==> config.mk <==
export PLATFORM = sky130hd
export DESIGN_NAME = tlb_op_scheduler
export DESIGN_NICKNAME = d
export VERILOG_FILES = /design/src/rtl/tlb_op_scheduler.sv
export SDC_FILE = /design/constraint.sdc
export NUM_CORES = 1
export LEC_CHECK = 0
export BUFFER_PORTS_ARGS = -buffer_cell sky130_fd_sc_hd__buf_2
export CAP_MARGIN = 30
export CORE_MARGIN = 5
export CORE_UTILIZATION = 42
export DETAILED_ROUTE_END_ITERATION = 8
export PLACE_DENSITY = 0.8
export SLEW_MARGIN = 20
export SYNTH_ARGS = -nofsm -noshare
export SYNTH_HDL_FRONTEND = slang
export SYNTH_SLANG_ARGS = --single-unit
==> constraint.sdc <==
create_clock -name clk -period 2 [get_ports clk]
set_input_delay 0.3 -clock clk [delete_from_list [all_inputs] [get_ports clk]]
set_output_delay 0.3 -clock clk [all_outputs]
set_load 0.02 [all_outputs]
==> src/rtl/tlb_op_scheduler.sv <==
`default_nettype none
// ============================================================================
// Module   : tlb_op_scheduler
// Purpose  : Arbitrates the TLB s1 port and TLB write/read/invalidate controls
//            between EXE lookups and WB maintenance ops. Optional macro:
//            TLBFILL_LFSR_EN (LFSR-based TLBFILL victim instead of counter).
// Revision : 1.0 - initial release
// ============================================================================
module tlb_op_scheduler #(
   parameter int TLBNUM = 16,
   parameter int IDXW   = 4
) (
   input  logic            clk,
   input  logic            reset,
   input  logic            flush,
   input  logic            exe_req_valid,
   input  logic [18:0]     exe_req_vppn,
   input  logic            exe_req_va_bit12,
   output logic            exe_req_ready,
   input  logic            op_valid,
   input  logic [2:0]      op_type,
   input  logic [4:0]      op_inv_op,
   input  logic [9:0]      op_rj_asid,
   input  logic [31:0]     op_rk_va,
   output logic            op_ready,
   output logic            op_done,
   output logic            op_hit,
   output logic [IDXW-1:0] op_index,
   input  logic [9:0]      csr_asid,
   input  logic [18:0]     csr_ehi_vppn,
   input  logic [IDXW-1:0] csr_idx_index,
   output logic [18:0]     s1_vppn,
   output logic            s1_va_bit12,
   output logic [9:0]      s1_asid,
   input  logic            s1_found,
   input  logic [IDXW-1:0] s1_index,
   output logic            tlb_we,
   output logic [IDXW-1:0] tlb_w_index,
   output logic [IDXW-1:0] tlb_r_index,
   output logic            tlbrd_we,
   output logic            tlb_inv_valid,
   output logic [4:0]      tlb_inv_op
);

   typedef enum logic [1:0] {
      ST_IDLE = 2'd0,
      ST_EXEC = 2'd1,
      ST_DONE = 2'd2
   } state_t;

   localparam logic [2:0] OP_SRCH = 3'd0;
   localparam logic [2:0] OP_RD   = 3'd1;
   localparam logic [2:0] OP_WR   = 3'd2;
   localparam logic [2:0] OP_FILL = 3'd3;
   localparam logic [2:0] OP_INV  = 3'd4;

   state_t            state_q, state_d;
   logic [2:0]        type_q;
   logic [4:0]        inv_op_q;
   logic [9:0]        rj_asid_q;
   logic [19:0]       rk_va_q;   // rk_va[31:12]; low bits never reach the TLB
   logic              hit_q, hit_d;
   logic [IDXW-1:0]   hidx_q, hidx_d;
   logic [IDXW-1:0]   fill_idx;
   logic              unused_rk_low;

   assign unused_rk_low = ^op_rk_va[11:0];
   assign op_hit        = hit_q;
   assign op_index      = hidx_q;

   always_ff @(posedge clk) begin
      if (reset) begin
         state_q   <= ST_IDLE;
         type_q    <= '0;
         inv_op_q  <= '0;
         rj_asid_q <= '0;
         rk_va_q   <= '0;
         hit_q     <= 1'b0;
         hidx_q    <= '0;
      end else begin
         state_q <= state_d;
         hit_q   <= hit_d;
         hidx_q  <= hidx_d;
         if (op_ready) begin
            type_q    <= op_type;
            inv_op_q  <= op_inv_op;
            rj_asid_q <= op_rj_asid;
            rk_va_q   <= op_rk_va[31:12];
         end
      end
   end

   always_comb begin
      state_d       = state_q;
      op_ready      = 1'b0;
      exe_req_ready = 1'b0;
      op_done       = 1'b0;
      tlb_we        = 1'b0;
      tlb_w_index   = '0;
      tlb_r_index   = '0;
      tlbrd_we      = 1'b0;
      tlb_inv_valid = 1'b0;
      tlb_inv_op    = '0;
      s1_vppn       = exe_req_vppn;
      s1_va_bit12   = exe_req_va_bit12;
      s1_asid       = csr_asid;
      hit_d         = hit_q;
      hidx_d        = hidx_q;
      // Reset gating keeps the reset cycle free of pulses even mid-op.
      if (!reset) begin
         case (state_q)
            ST_IDLE: begin
               op_ready      = op_valid & ~flush & (op_type <= OP_INV);
               exe_req_ready = exe_req_valid & ~op_valid;
               if (op_ready) state_d = ST_EXEC;
            end
            ST_EXEC: begin
               state_d = flush ? ST_IDLE : ST_DONE;
               case (type_q)
                  OP_SRCH: begin
                     s1_vppn     = csr_ehi_vppn;
                     s1_va_bit12 = 1'b0;
                     hit_d       = s1_found;
                     hidx_d      = s1_index;
                  end
                  OP_RD: begin
                     tlb_r_index = csr_idx_index;
                     tlbrd_we    = 1'b1;
                  end
                  OP_WR: begin
                     tlb_we      = 1'b1;
                     tlb_w_index = csr_idx_index;
                  end
                  OP_FILL: begin
                     tlb_we      = 1'b1;
                     tlb_w_index = fill_idx;
                  end
                  OP_INV: begin
                     tlb_inv_valid = 1'b1;
                     tlb_inv_op    = inv_op_q;
                     if (inv_op_q == 5'd4 || inv_op_q == 5'd5 || inv_op_q == 5'd6)
                        s1_asid = rj_asid_q;
                     if (inv_op_q == 5'd5 || inv_op_q == 5'd6) begin
                        s1_vppn     = rk_va_q[19:1];
                        s1_va_bit12 = rk_va_q[0];
                     end
                  end
                  default: ;
               endcase
            end
            ST_DONE: begin
               op_done = ~flush;
               state_d = ST_IDLE;
            end
            default: state_d = ST_IDLE;
         endcase
      end
   end

`ifdef TLBFILL_LFSR_EN
   // Fibonacci LFSR x^5+x^3+1, free-running.
   logic [4:0] lfsr_q;

   always_ff @(posedge clk) begin
      if (reset) lfsr_q <= 5'b00001;
      else       lfsr_q <= {lfsr_q[3:0], lfsr_q[4] ^ lfsr_q[2]};
   end

   assign fill_idx = lfsr_q[IDXW-1:0];
`else
   logic [IDXW-1:0] fill_cnt_q;

   always_ff @(posedge clk) begin
      if (reset) begin
         fill_cnt_q <= '0;
      end else if (state_q == ST_EXEC && type_q == OP_FILL) begin
         fill_cnt_q <= (fill_cnt_q == IDXW'(TLBNUM - 1)) ? '0 : fill_cnt_q + 1'b1;
      end
   end

   assign fill_idx = fill_cnt_q;
`endif

endmodule
`default_nettype wire

==> Word level (Yosys, flattened, before mapping) <==
Cells that the tools add are included.
{ "word_totals": {"regBits": 49, "in_bits": 113, "wordCells": 74} }
{ "classes": {"addsub": 1, "magnitude_cmp": 1, "n_eq_ne": 11, "muxes": 40, "bitwise_logic": 5, "n_reduce_logical": 8} }
{ "ops": {"columns": ["operator", "count"], "rows": [
  ["two-way mux 19 bit", 3],
  ["two-way mux 10 bit", 4],
  ["one-hot mux 19 bit (2 select lines)", 1],
  ["two-way mux 4 bit", 6],
  ["two-way mux 1 bit", 18],
  ["== test 5 x 3 -> 1 bit (second input constant)", 3],
  ["two-way mux 5 bit", 3],
  ["one-hot mux 4 bit (2 select lines)", 1],
  ["== test 3 x 2 -> 1 bit (second input constant)", 2],
  ["adder 4 x 1 -> 4 bit (second input constant)", 1],
  ["== test 4 bit (second input constant)", 1],
  ["two-way mux 2 bit", 2],
  ["one-hot mux 2 bit (2 select lines)", 1],
  ["bitwise AND 1 bit", 3],
  ["== test 3 x 1 -> 1 bit (second input constant)", 1],
  ["== test 3 bit (second input constant)", 1],
  ["less-or-equal comparator 3 bit (second input constant)", 1],
  ["logical NOT 3 bit", 1],
  ["logical OR 1 bit", 3],
  ["== test 2 x 1 -> 1 bit (second input constant)", 1],
  ["== test 2 bit (second input constant)", 1],
  ["logical NOT 2 bit", 1],
  ["!= test 2 bit (second input constant)", 1],
  ["NOT 1 bit", 2],
  ["other kinds (4)", 4]
]} }

==> Depth between registers and ports, before layout <==
{ "depth": {"word_depth": 7, "ltp_mapped": 8, "ltp_nobuf": 5} }

==> Worst setup path before layout <==
Ideal clock, no wire load.
{ "synth_path": {"path_type": "reg-to-output", "startpoint": "register type_q[0]", "endpoint": "output s1_vppn[10]", "arrival_time_ps": 1738, "t_required_ps": 1700, "path_slack_ps": -38, "path_stages_with_launch": 7, "n_path_buf": 2, "cell_sequence": "dfxtp_1 buf_6 or3b_1 nor3_4 buf_6 a21oi_1 o2bb2ai_1"} }
{ "synth_via": {"elab_chain_cells": 4} }
{ "synth_lines": {"columns": ["element", "line", "source"], "rows": [
  ["from (decl)", "58", "logic [2:0] type_q;"],
  ["from (signal assigned)", "85", "type_q <= op_type;"],
  ["== test 3 bit / logical NOT 3 bit (equally long branches)", "119", "case (type_q)"],
  ["one-hot mux 19 bit (2 select lines) (*)", "119", null],
  ["two-way mux 19 bit (*)", "111", "case (state_q)"],
  ["two-way mux 19 bit (*)", "110", "if (!reset) begin"],
  ["to (decl)", "32", "output logic [18:0] s1_vppn,"]
]} }
Every way passes the cells marked *; elsewhere a longest branch is shown, timed or not.

==> Final worst setup path <==
{ "layout_path": {"startpoint": "register inv_op_q[4]", "endpoint": "output s1_vppn[11]"} }
{ "layout_via": {"elab_chain_cells": 6} }
{ "layout_lines": {"columns": ["element", "line", "source"], "rows": [
  ["from (decl)", "59", "logic [4:0] inv_op_q;"],
  ["from (signal assigned)", "86", "inv_op_q <= op_inv_op;"],
  ["== test 5 x 3 -> 1 bit", "143", "if (inv_op_q == 5'd5 || inv_op_q == 5'd6) begin"],
  ["logical OR 1 bit (*)", "143", null],
  ["two-way mux 19 bit (*)", "143", null],
  ["one-hot mux 19 bit (2 select lines) (*)", "119", null],
  ["two-way mux 19 bit (*)", "111", null],
  ["two-way mux 19 bit (*)", "110", null]
]} }
Marked as above.

==> out/metrics.yaml <==
timing:
  slew_headroom_pct: 78.6
  rsz0062_at_grt: "yes"
  holdWs_ns: 0.230
  fmax_mhz: 463
  finalWorstSetupSlack_ns: -0.162
  tightest_slew_ns: 0.321
  period_minus_slack_ns: 2.16
  skew_ns: 0.00224
  hold_viol_final: 0
  finalCritPeriodShare_pct: 108
  drv_slew: 0
  finalSetupViolations: 30
clock_tree:
  clkSlewWorstSetupHoldPaths_ns: 0.08
  clock_latency_ns: 0.30
  cts_tree: "built"
  cts_buffers: 5
  cts_max_path_buffers: 2
  h-tree-depth: 2
  holdBufCountCts: 0
  ctsRootBufferMaster: "clkbuf_8"
  clock-sinks: 49
synthesis:
  synth_nets: 444
  synth_warnings: 0
  synth_seq_area_share_pct: 38.2
  synth_cells: 330
  synth.distinct_cells: 37
  netlist_area_mm2: 0.00257
  ys_ff_latch: 49
  syn_area_per_cell_um2: 7.78
finish:
  finish.instance_area_mm2: 0.00381
  area_growth_pct: 48.4
  finalNetCount: 602
  fin_util_pct: 64.4
  drive_gt1_share_pct: 44.2
  diodes: 0
  fin_cells: 564
  fillers: 519
placement:
  placed_cells: 554
  dp.final_hpwl_um: 6200
  io_buffers: 154
  gp_congestion: 0.798
  placed_cell_area_mm2: 0.00354
power:
  powerDensity_mw_per_mm2: 565
  p_leak_nw: 1.75
  peakVddDrop_v: 0.000297
global_route:
  grt_usage_pct: 20.9
  grt_pass1_vias: 2792
  grt_antenna_before_repair: 0
  grt.overflow.total: 0
  grt_pass1_wl_um: 12900
  grt_max_degree: 30
hold_path:
  hold_class: "in -> reg"
floorplanning:
  io_pins: 167
  dieArea_mm2: 0.00778
  die_width_um: 88.2
  design.core.area_mm2: 0.00592
  initial_core_util_pct: 43.4
  die_h_um: 88.2
  rows: 28
critical_path:
  start_kind: "register"
  critPathKind: "reg -> out"
  arrival_ns: 1.86
  cp-end-kind: "output pin"
  worstPathMaxFanout: 18
  cpMaxStageDelayCell: "or3b_4"
  path_cells: "or3b_4 -> nor3_4 -> buf_12 -> a21oi_1 -> o2bb2ai_2 -> buf_6"
  worstPathRequired_ns: 1.70
  max_stage_delay_ns: 0.44
detailed_routing:
  wirelength_um: 8430
  drc: 0
  drt-vias-per-instance: 5.15
  wire_per_inst_um: 14.9
  vias: 2904
  drt_pass1_iterations: 4
  drt-initial-drc-count: 118
  ant_nets: 0
flow_run:
  maxCapViolCount: 0
status:
  outcome: "complete, but fails checks"
  violations: "negative setup slack"
synthesized netlist by cell type, drive strengths merged:
cell type  number  area (um2)
o21bai          1        18.8
nor3            3        26.3
a311o           1        10.0
mux2           10         113
and4b           1        10.0
xor2            1        8.76
or3b            2        17.5
nand2          86         338
o21ai           2        10.0
a21oi          65         325
xnor2           1        8.76
ha              1        12.5
and2           11        68.8
nand3          10        50.1
and3            3        18.8
nor3b           2        26.3
nor2           10        40.0
or3             1        6.26
inv             3        11.3
mux2i           5        50.1
buf             9        63.8
nor4b           1        8.76
a22o            1        8.76
clkbuf         13        48.8
a221o           1        10.0
dfxtp          49         981
nor2b          18         113
o2bb2ai        18         158
and2b           1        7.51
logic make-up (layout without fill, tap and decap cells):
kind of cell / after synthesis / after routing / synth area share [%]
AOI/OAI and AO/OA: 89 / 89 / 21.0
adders and majority gates: 1 / 1 / 0.487
muxes: 15 / 15 / 6.33
xor gates and xnor gates: 2 / 2 / 0.682
DFF: 49 / 49 / 38.2
buffers and inverters: 25 / 183 / 4.82
and+or+nand+nor: 149 / 150 / 28.4
report_power, final:
group | leakage (nW) | internal (mW) | switching (mW)
registers | 0.398 | 0.998 | 0.0149
clock network | 0.0585 | 0.408 | 0.320
logic | 1.30 | 0.208 | 0.205
critical path: cells and delay by family (launching register included):
family / cells / cell delay (ns)
and+or+nand+nor: 2 / 0.65
AOI/OAI and AO/OA: 2 / 0.27
DFF: 1 / 0.33
buffers and inverters: 2 / 0.32
timing repair:
item | CTS | global route
pin swaps | 1 | 2
setup buffers | 0 | 1
gates cloned | 1 | 0
gates resized for setup | 35 | 13
setup endpoints to repair | 34 | 39
flip-flops by register name (all words and copies together), names as in the netlist:
signal and cells:
rk_va_q 20, rj_asid_q 10, inv_op_q 5, fill_cnt_q 4, op_index 4, type_q 3, state_q 2, op_hit 1
cell usage in the layout (no fill, tap or decap), types with 5 or more instances in the layout:
master	count
a21oi_1	64
and2_1	11
buf_2	133
buf_4	25
buf_6	12
clkbuf_8	6
dfxtp_1	46
mux2_2	9
mux2i_1	5
nand2_1	84
nand3_1	10
nor2_1	9
nor2b_1	18
o2bb2ai_1	8
o2bb2ai_2	10
cell type report:
class	count	area, um2	share of cell area [%]
clock buffers	7	86.3	2.27
well taps	75	93.8	2.46
inverters	3	11.3	0.295
flip-flops and latches	49	985	25.8
clock inverters	1	30.0	0.788
repair buffers	172	1030	27.0
multi-input cells	257	1580	41.4
per-stage QoR:
| stage | TNS, ns | worst slack [ns] | total power [mW] |
|---|---|---|---|
| detailed placement | -0.00174 | -0.00174 | 1.41 |
| global route | -5.86 | -0.233 | 2.24 |
| CTS | -4.10 | -0.171 | 2.17 |
| floorplan | 0 | 0.0587 | 1.24 |
| global placement | 0 | 0.0367 | 1.40 |
| finish | -3.47 | -0.162 | 2.15 |
layer usage:
| layer | global-route usage (%) | vias to the layer above | part of all wire [%] | wire length [um] |
|---|---|---|---|---|
| met5 | 0 | - | 0 | 0 |
| met2 | 36.6 | 123 | 51 | 4270 |
| li1 | - | 1445 | - | - |
| met4 | 8.52 | 0 | 3.1 | 265 |
| met3 | 4.61 | 25 | 8.4 | 710 |
| met1 | 24.6 | 1311 | 38 | 3180 |
worst paths after layout:
path | from | end | slack [ns] | cells after the start
worst max-delay path | inv_op_q[4]$_SDFFE_PP0P_ | s1_vppn[11] | -0.16 | 6
worst min-delay path | op_inv_op[2] | inv_op_q[2]$_SDFFE_PP0P_ | 0.23 | 3
worst max register to register | type_q[0]$_SDFFE_PP0P_ | fill_cnt_q[3]$_SDFFE_PP0P_ | 0.49 | 5
worst min register to register | op_hit$_SDFFE_PP0P_ | op_hit$_SDFFE_PP0P_ | 0.46 | 2
(Power assumes the default switching activity.)
